==> src/rtl/pwm_gate_guard_if.sv <==
// pwm_gate_guard_if: PWM request / gate drive / fault status bundle for pwm_gate_guard
//   pwm_in[7:0]   SoC gate requests, leg k: bit 2k high side, bit 2k+1 low side (async)
//   estop_n       emergency stop, active low (async)
//   fault_clr     single-cycle clear pulse, synchronous to clk_100mhz
//   gate_out[7:0] gate-driver drive, same bit map as pwm_in
//   leg_fault[3:0], estop_latched, gate_ok  latched status
interface pwm_gate_guard_if;
   logic [7:0] pwm_in;
   logic       estop_n;
   logic       fault_clr;
   logic [7:0] gate_out;
   logic [3:0] leg_fault;
   logic       estop_latched;
   logic       gate_ok;
   modport master (output pwm_in, estop_n, fault_clr, input gate_out, leg_fault, estop_latched, gate_ok);
   modport slave (input pwm_in, estop_n, fault_clr, output gate_out, leg_fault, estop_latched, gate_ok);
endinterface

==> src/rtl/pwm_gate_guard.sv <==
// pwm_gate_guard: dead-time, shoot-through and estop guard between SoC PWM and H-bridge gates
//   clk_100mhz  board oscillator, sole clock
//   rst_n       asynchronous active-low reset, drops all gates immediately
//   bus         pwm_gate_guard_if.slave (requests in, gate drive and fault status out)
module pwm_gate_guard #(
   parameter int DT_MIN = 50
) (
   input logic               clk_100mhz,
   input logic               rst_n,
   pwm_gate_guard_if.slave   bus
);
   typedef enum logic [2:0] {IDLE, HI, LO, DEAD, FAULT} state_t;
   localparam logic [7:0] DT_LD = 8'(DT_MIN - 1);
   logic [7:0] pwm_s1, req, gate_q;
   logic       est_s1, est, est_l, gok, stop;
   logic [3:0] fault_v;
   always_ff @(posedge clk_100mhz or negedge rst_n)
      if (!rst_n) begin
         pwm_s1 <= 8'd0;
         req    <= 8'd0;
         est_s1 <= 1'b1;
         est    <= 1'b1;
         est_l  <= 1'b0;
         gok    <= 1'b0;
      end else begin
         pwm_s1 <= bus.pwm_in;
         req    <= pwm_s1;
         est_s1 <= bus.estop_n;
         est    <= est_s1;
         est_l  <= ~est | (est_l & ~bus.fault_clr);
         gok    <= ~est_l & ~|fault_v;
      end
   // stop takes effect in the same cycle est falls, before the latch itself updates
   assign stop = ~est | est_l;
   genvar k;
   for (k = 0; k < 4; k++) begin : g_leg
      state_t     st, nx, idle_nx;
      logic [7:0] cnt, cnt_nx;
      logic [1:0] r;
      logic       hi, lo;
      assign r = req[2*k +: 2];
      always_comb begin
         idle_nx = (r == 2'b01) ? HI : (r == 2'b10) ? LO : (r == 2'b11) ? FAULT : IDLE;
         nx      = st;
         cnt_nx  = 8'd0;
         if (st == FAULT) nx = (bus.fault_clr && r == 2'b00) ? IDLE : FAULT;
         else if (stop) nx = IDLE;
         else begin
            case (st)
               HI:      nx = (r == 2'b01) ? HI : (r == 2'b11) ? FAULT : DEAD;
               LO:      nx = (r == 2'b10) ? LO : (r == 2'b11) ? FAULT : DEAD;
               DEAD:    nx = (cnt != 8'd0) ? DEAD : idle_nx;
               default: nx = idle_nx;
            endcase
            cnt_nx = (st == DEAD) ? ((cnt != 8'd0) ? cnt - 8'd1 : 8'd0) : (nx == DEAD) ? DT_LD : 8'd0;
         end
      end
      always_ff @(posedge clk_100mhz or negedge rst_n)
         if (!rst_n) begin
            st  <= IDLE;
            cnt <= 8'd0;
            hi  <= 1'b0;
            lo  <= 1'b0;
         end else begin
            st  <= nx;
            cnt <= cnt_nx;
            hi  <= nx == HI;
            lo  <= nx == LO;
         end
      assign gate_q[2*k]   = hi;
      assign gate_q[2*k+1] = lo;
      assign fault_v[k]    = st == FAULT;
   end
   assign bus.gate_out      = gate_q;
   assign bus.leg_fault     = fault_v;
   assign bus.estop_latched = est_l;
   assign bus.gate_ok       = gok;
endmodule

==> src/flat_wrapper.sv <==
// flat-port wrapper written by rule: the top's interface ports become plain ports
module pwm_gate_guard_flat 
#(
   parameter int DT_MIN = 50
)
  (clk_100mhz, rst_n, bus_pwm_in, bus_estop_n, bus_fault_clr, bus_gate_out, bus_leg_fault, bus_estop_latched, bus_gate_ok);
  pwm_gate_guard_if bus_i ();
  input logic clk_100mhz;
  input logic rst_n;
  input wire logic [$bits(bus_i.pwm_in)-1:0] bus_pwm_in;
  input wire logic [$bits(bus_i.estop_n)-1:0] bus_estop_n;
  input wire logic [$bits(bus_i.fault_clr)-1:0] bus_fault_clr;
  output wire logic [$bits(bus_i.gate_out)-1:0] bus_gate_out;
  output wire logic [$bits(bus_i.leg_fault)-1:0] bus_leg_fault;
  output wire logic [$bits(bus_i.estop_latched)-1:0] bus_estop_latched;
  output wire logic [$bits(bus_i.gate_ok)-1:0] bus_gate_ok;
  assign bus_i.pwm_in = bus_pwm_in;
  assign bus_i.estop_n = bus_estop_n;
  assign bus_i.fault_clr = bus_fault_clr;
  assign bus_gate_out = bus_i.gate_out;
  assign bus_leg_fault = bus_i.leg_fault;
  assign bus_estop_latched = bus_i.estop_latched;
  assign bus_gate_ok = bus_i.gate_ok;
  pwm_gate_guard #(.DT_MIN(DT_MIN)) u_core (.clk_100mhz(clk_100mhz), .rst_n(rst_n), .bus(bus_i));
endmodule
==> config.mk <==
export PLATFORM = sky130hd
export DESIGN_NAME = pwm_gate_guard_flat
export DESIGN_NICKNAME = d
export VERILOG_FILES = /design/src/rtl/pwm_gate_guard_if.sv /design/src/rtl/pwm_gate_guard.sv /design/src/flat_wrapper.sv
export SDC_FILE = /design/constraint.sdc
export NUM_CORES = 1
export LEC_CHECK = 0
export CAP_MARGIN = 20
export CORE_MARGIN = 2
export CORE_UTILIZATION = 52
export DETAILED_ROUTE_END_ITERATION = 7
export PLACE_DENSITY_LB_ADDON = 0.25
export SETUP_SLACK_MARGIN = 0.1
export SYNTH_ARGS = -nofsm -noshare
export SYNTH_HDL_FRONTEND = slang
export SYNTH_SLANG_ARGS = --single-unit
==> constraint.sdc <==
create_clock -name clk_100mhz -period 1.8 [get_ports clk_100mhz]
set_clock_uncertainty 0.15 [all_clocks]
set_input_delay 0.27 -clock clk_100mhz [delete_from_list [all_inputs] [get_ports clk_100mhz]]
set_output_delay 0.27 -clock clk_100mhz [all_outputs]
set_load 0.005 [all_outputs]
==> metrics.cfg <==
[outcome]
status=finished, violations left
violations=negative setup slack

[yosys]
yosys_warnings=0
ys_seq_elements=72
synthDistinctLibCells=52
ys.flop_type=dfrtp_1
synthArstFlopShare_pct=100.0
post_synth.cell_area_avg_sq_um=10.87
synth.yosys.seq_area_share_pct=53.21
syn_inst=312
syn-cell-area_sq_um=3391
synth_top_area_share_pct=51.66
syn-num-nets=332
synth-edff-count=0
synthTopCellsByArea=dfrtp_1 (52%), nor2_1 (4.0%), nand2b_1 (3.9%), xnor2_1 (3.6%), ha_1 (3.0%)
yosys.area.top_type=dfrtp_1

[timing]
finalCriticalPeriod_ns=1.872
slew_violations=0
post-route-period-util_pct=104.0
max_freq_ghz=0.5342
setup_viol=14
worst_pin_slew_ns=0.6368
finalSetupTns_ns=-0.6469
slew_headroom_pct=57.01
grt_setup_unrepaired=true
hold_violations=0
setup_ws_ns=-0.07195

[die]
fp.coreArea_sq_um=6314
die_h_microns=84.75
pin_count=26
start_util_pct=53.71
die_w_microns=84.75
rows=29
dieArea_sq_um=7183

[clocking]
cts_root_buf=clkbuf_8
cts_made_buffers=9
clkSlewWorstSetupHoldPaths_ns=0.08
clkSinkCount=72
tritoncts=built
htreeDepth=3
insertion_delay_ns=0.36
clockBufferDepth=2

[drt]
vias=2692
drc=0
wl_per_cell_microns=16.75
ant_nets=0
via_per_inst=5.644
drtIter0Drc=144
detail_route.first_pass.iterations=4
wl_microns=7988

[worst_setup_path]
r2r_end=u_core.g_leg[1].st[0]
crit_type=flop to flop
r2r.worst_path.cells=4
critPathCaptureType=flop
arrival_ns=1.98
start_kind=flop
path_max_fanout=3
ff2ff_setup_slack_ns=-0.07
r2r_start=u_core.g_leg[1].cnt[5]
critPathRequiredTime_ns=1.91

[job]
maxCapViolations=0

[cells_and_area]
final_layout_size_suffix_gt1_share_pct=37.00
fin_area_sq_um=4735
syn2layout_area_growth_pct=39.63
fin_nets=415
diodes=0
stdcell_count=477

[placement]
io_buffers=25
place_ws_ns=-0.06268
gp_congestion=0.8302
dp.final_hpwl_microns=4769
dpl.cell_count=442
place_area_sq_um=3984

[min_path]
min_path_type=input pin to asynchronous set/reset pin

[power]
leakage_nw=2.212
p_per_area_nw_per_um2=731.8
ir_drop_mv=0.5459

[grt]
grt_pass1_vias=2659
gr-total-overflow=0
grt_pass1_wl_microns=12850
track_usage_pct=22.84
grt_antenna_before_repair=0
grt_start_max_net_pins=47

## placed cells by master (no fill, tap or decap), types with 8 or more instances in the layout
cell,Yosys,routed
dfrtp_1,70,66
buf_4,8,53
nor2_1,36,25
nand2b_1,21,21
clkdlybuf4s50_1,0,19
xnor2_1,14,14
a21oi_1,15,11
clkbuf_8,0,11
inv_1,13,10
nor2_4,0,9
o22ai_1,10,9
nor2b_1,13,8
## worst max-delay path by stage
stage | from | end | slack, ns | cells past startpoint
finish | u_core.g_leg[1].cnt[5] | u_core.g_leg[1].st[0] | -0.07 | 4
global route | u_core.g_leg[1].cnt[5] | u_core.g_leg[1].st[0] | -0.14 | 4
CTS | u_core.g_leg[0].cnt[3] | u_core.g_leg[0].st[0] | -0.06 | 4
detailed placement | u_core.g_leg[3].cnt[1] | u_core.g_leg[3].lo | -0.06 | 6
global placement | u_core.g_leg[0].cnt[3] | u_core.g_leg[0].st[0] | 0.0008 | 4
floorplan | u_core.g_leg[0].cnt[3] | u_core.g_leg[0].st[0] | 0.003 | 4
## flip-flops by register name, summed over array words and instances, names as in the netlist
name	cells
u_core.bus.gate_ok	1
u_core.bus.estop_latched	1
u_core.g_leg.lo	4
u_core.g_leg.hi	4
u_core.est_s1	1
u_core.g_leg.st	12
u_core.est	1
u_core.pwm_s1	8
u_core.g_leg.cnt	32
u_core.req	8
## synth_stat cells (2+ instances only)
cell and instances:
o311ai_4 2, nor2_1 36, dfrtp_1 70, a31oi_1 4, or4_4 2, dfstp_2 2, nor3_1 7, or2_2 2
o21a_1 4, buf_4 8, nor3b_2 2, xnor2_1 14, nor4_1 4, xor2_1 6, nand2_2 2, a21oi_1 15
o311a_1 2, o21ai_0 7, or4_1 4, nor2_2 2, nand2b_1 21, clkbuf_1 2, inv_1 13, nand2_1 8
or4b_1 2, nand3b_1 3, o311ai_0 2, o21ba_1 2, nor2b_1 13, nor3b_1 9, ha_1 8, o22ai_1 10
o31ai_1 5
## per-layer routing
metal / global-route usage (%) / vias up / wire [microns]
met1: 30.66 / 1364 / 3553
met2: 35.86 / 51 / 4024
met3: 4.228 / 16 / 218
met5: 0 / - / 0
li1: - / 1261 / -
met4: 11.11 / 0 / 192
## through the flow
step	hold WS [ns]	power (mW)	utilization [%]
finish	0.1684	3.465	74.99
global route	0.1645	3.593	74.99
CTS	0.1598	3.455	71.19
detailed placement	0.01207	1.980	63.10
global placement	0.005520	1.973	63.10
floorplan	-0.1756	1.834	-
## kinds of logic after synthesis
family	synth area share (%)
AND/OR/NAND/NOR	21.81
flip-flops	53.21
AO/OA/AOI/OAI	13.28
buffers and inverters	3.579
XOR/XNOR	5.166
adder cells (fa/ha/maj)	2.952
## critical path, cell delays in order, from the launching register on
cell	delay, ns
dfrtp_1	0.39
or4_4	0.58
o311ai_4	0.29
o311ai_4	0.17
o21ba_1	0.19
## power breakdown
group          switching (mW)  leakage (nW)  internal, mW  total [mW]
clock                   0.591         0.114         0.855        1.45
sequential             0.0362         0.947          1.66        1.69
combinational           0.164          1.15         0.160       0.324
total                   0.791          2.21          2.67        3.46
## area by class of cell
| cell class | instances | area, sq um |
|---|---|---|
| Clock inverter | 3 | 65.06 |
| Inverter | 13 | 48.80 |
| Clock buffer | 13 | 158.9 |
| Tap cell | 77 | 96.34 |
| Timing Repair Buffer | 83 | 689.4 |
| Multi-Input combinational cell | 216 | 1867 |
| Fill cell | 415 | 1579 |
| Sequential cell | 72 | 1809 |
## what timing repair did
item | in CTS | in global routing
endpoints found under the setup margin | 39 | 50
hold buffers | 1 | 0
hold endpoints to repair | 70 | 0
gates resized for setup | 56 | 47
buffers inserted | 11 | 8
pin swaps | 14 | 14
(Power assumes the default switching activity.)
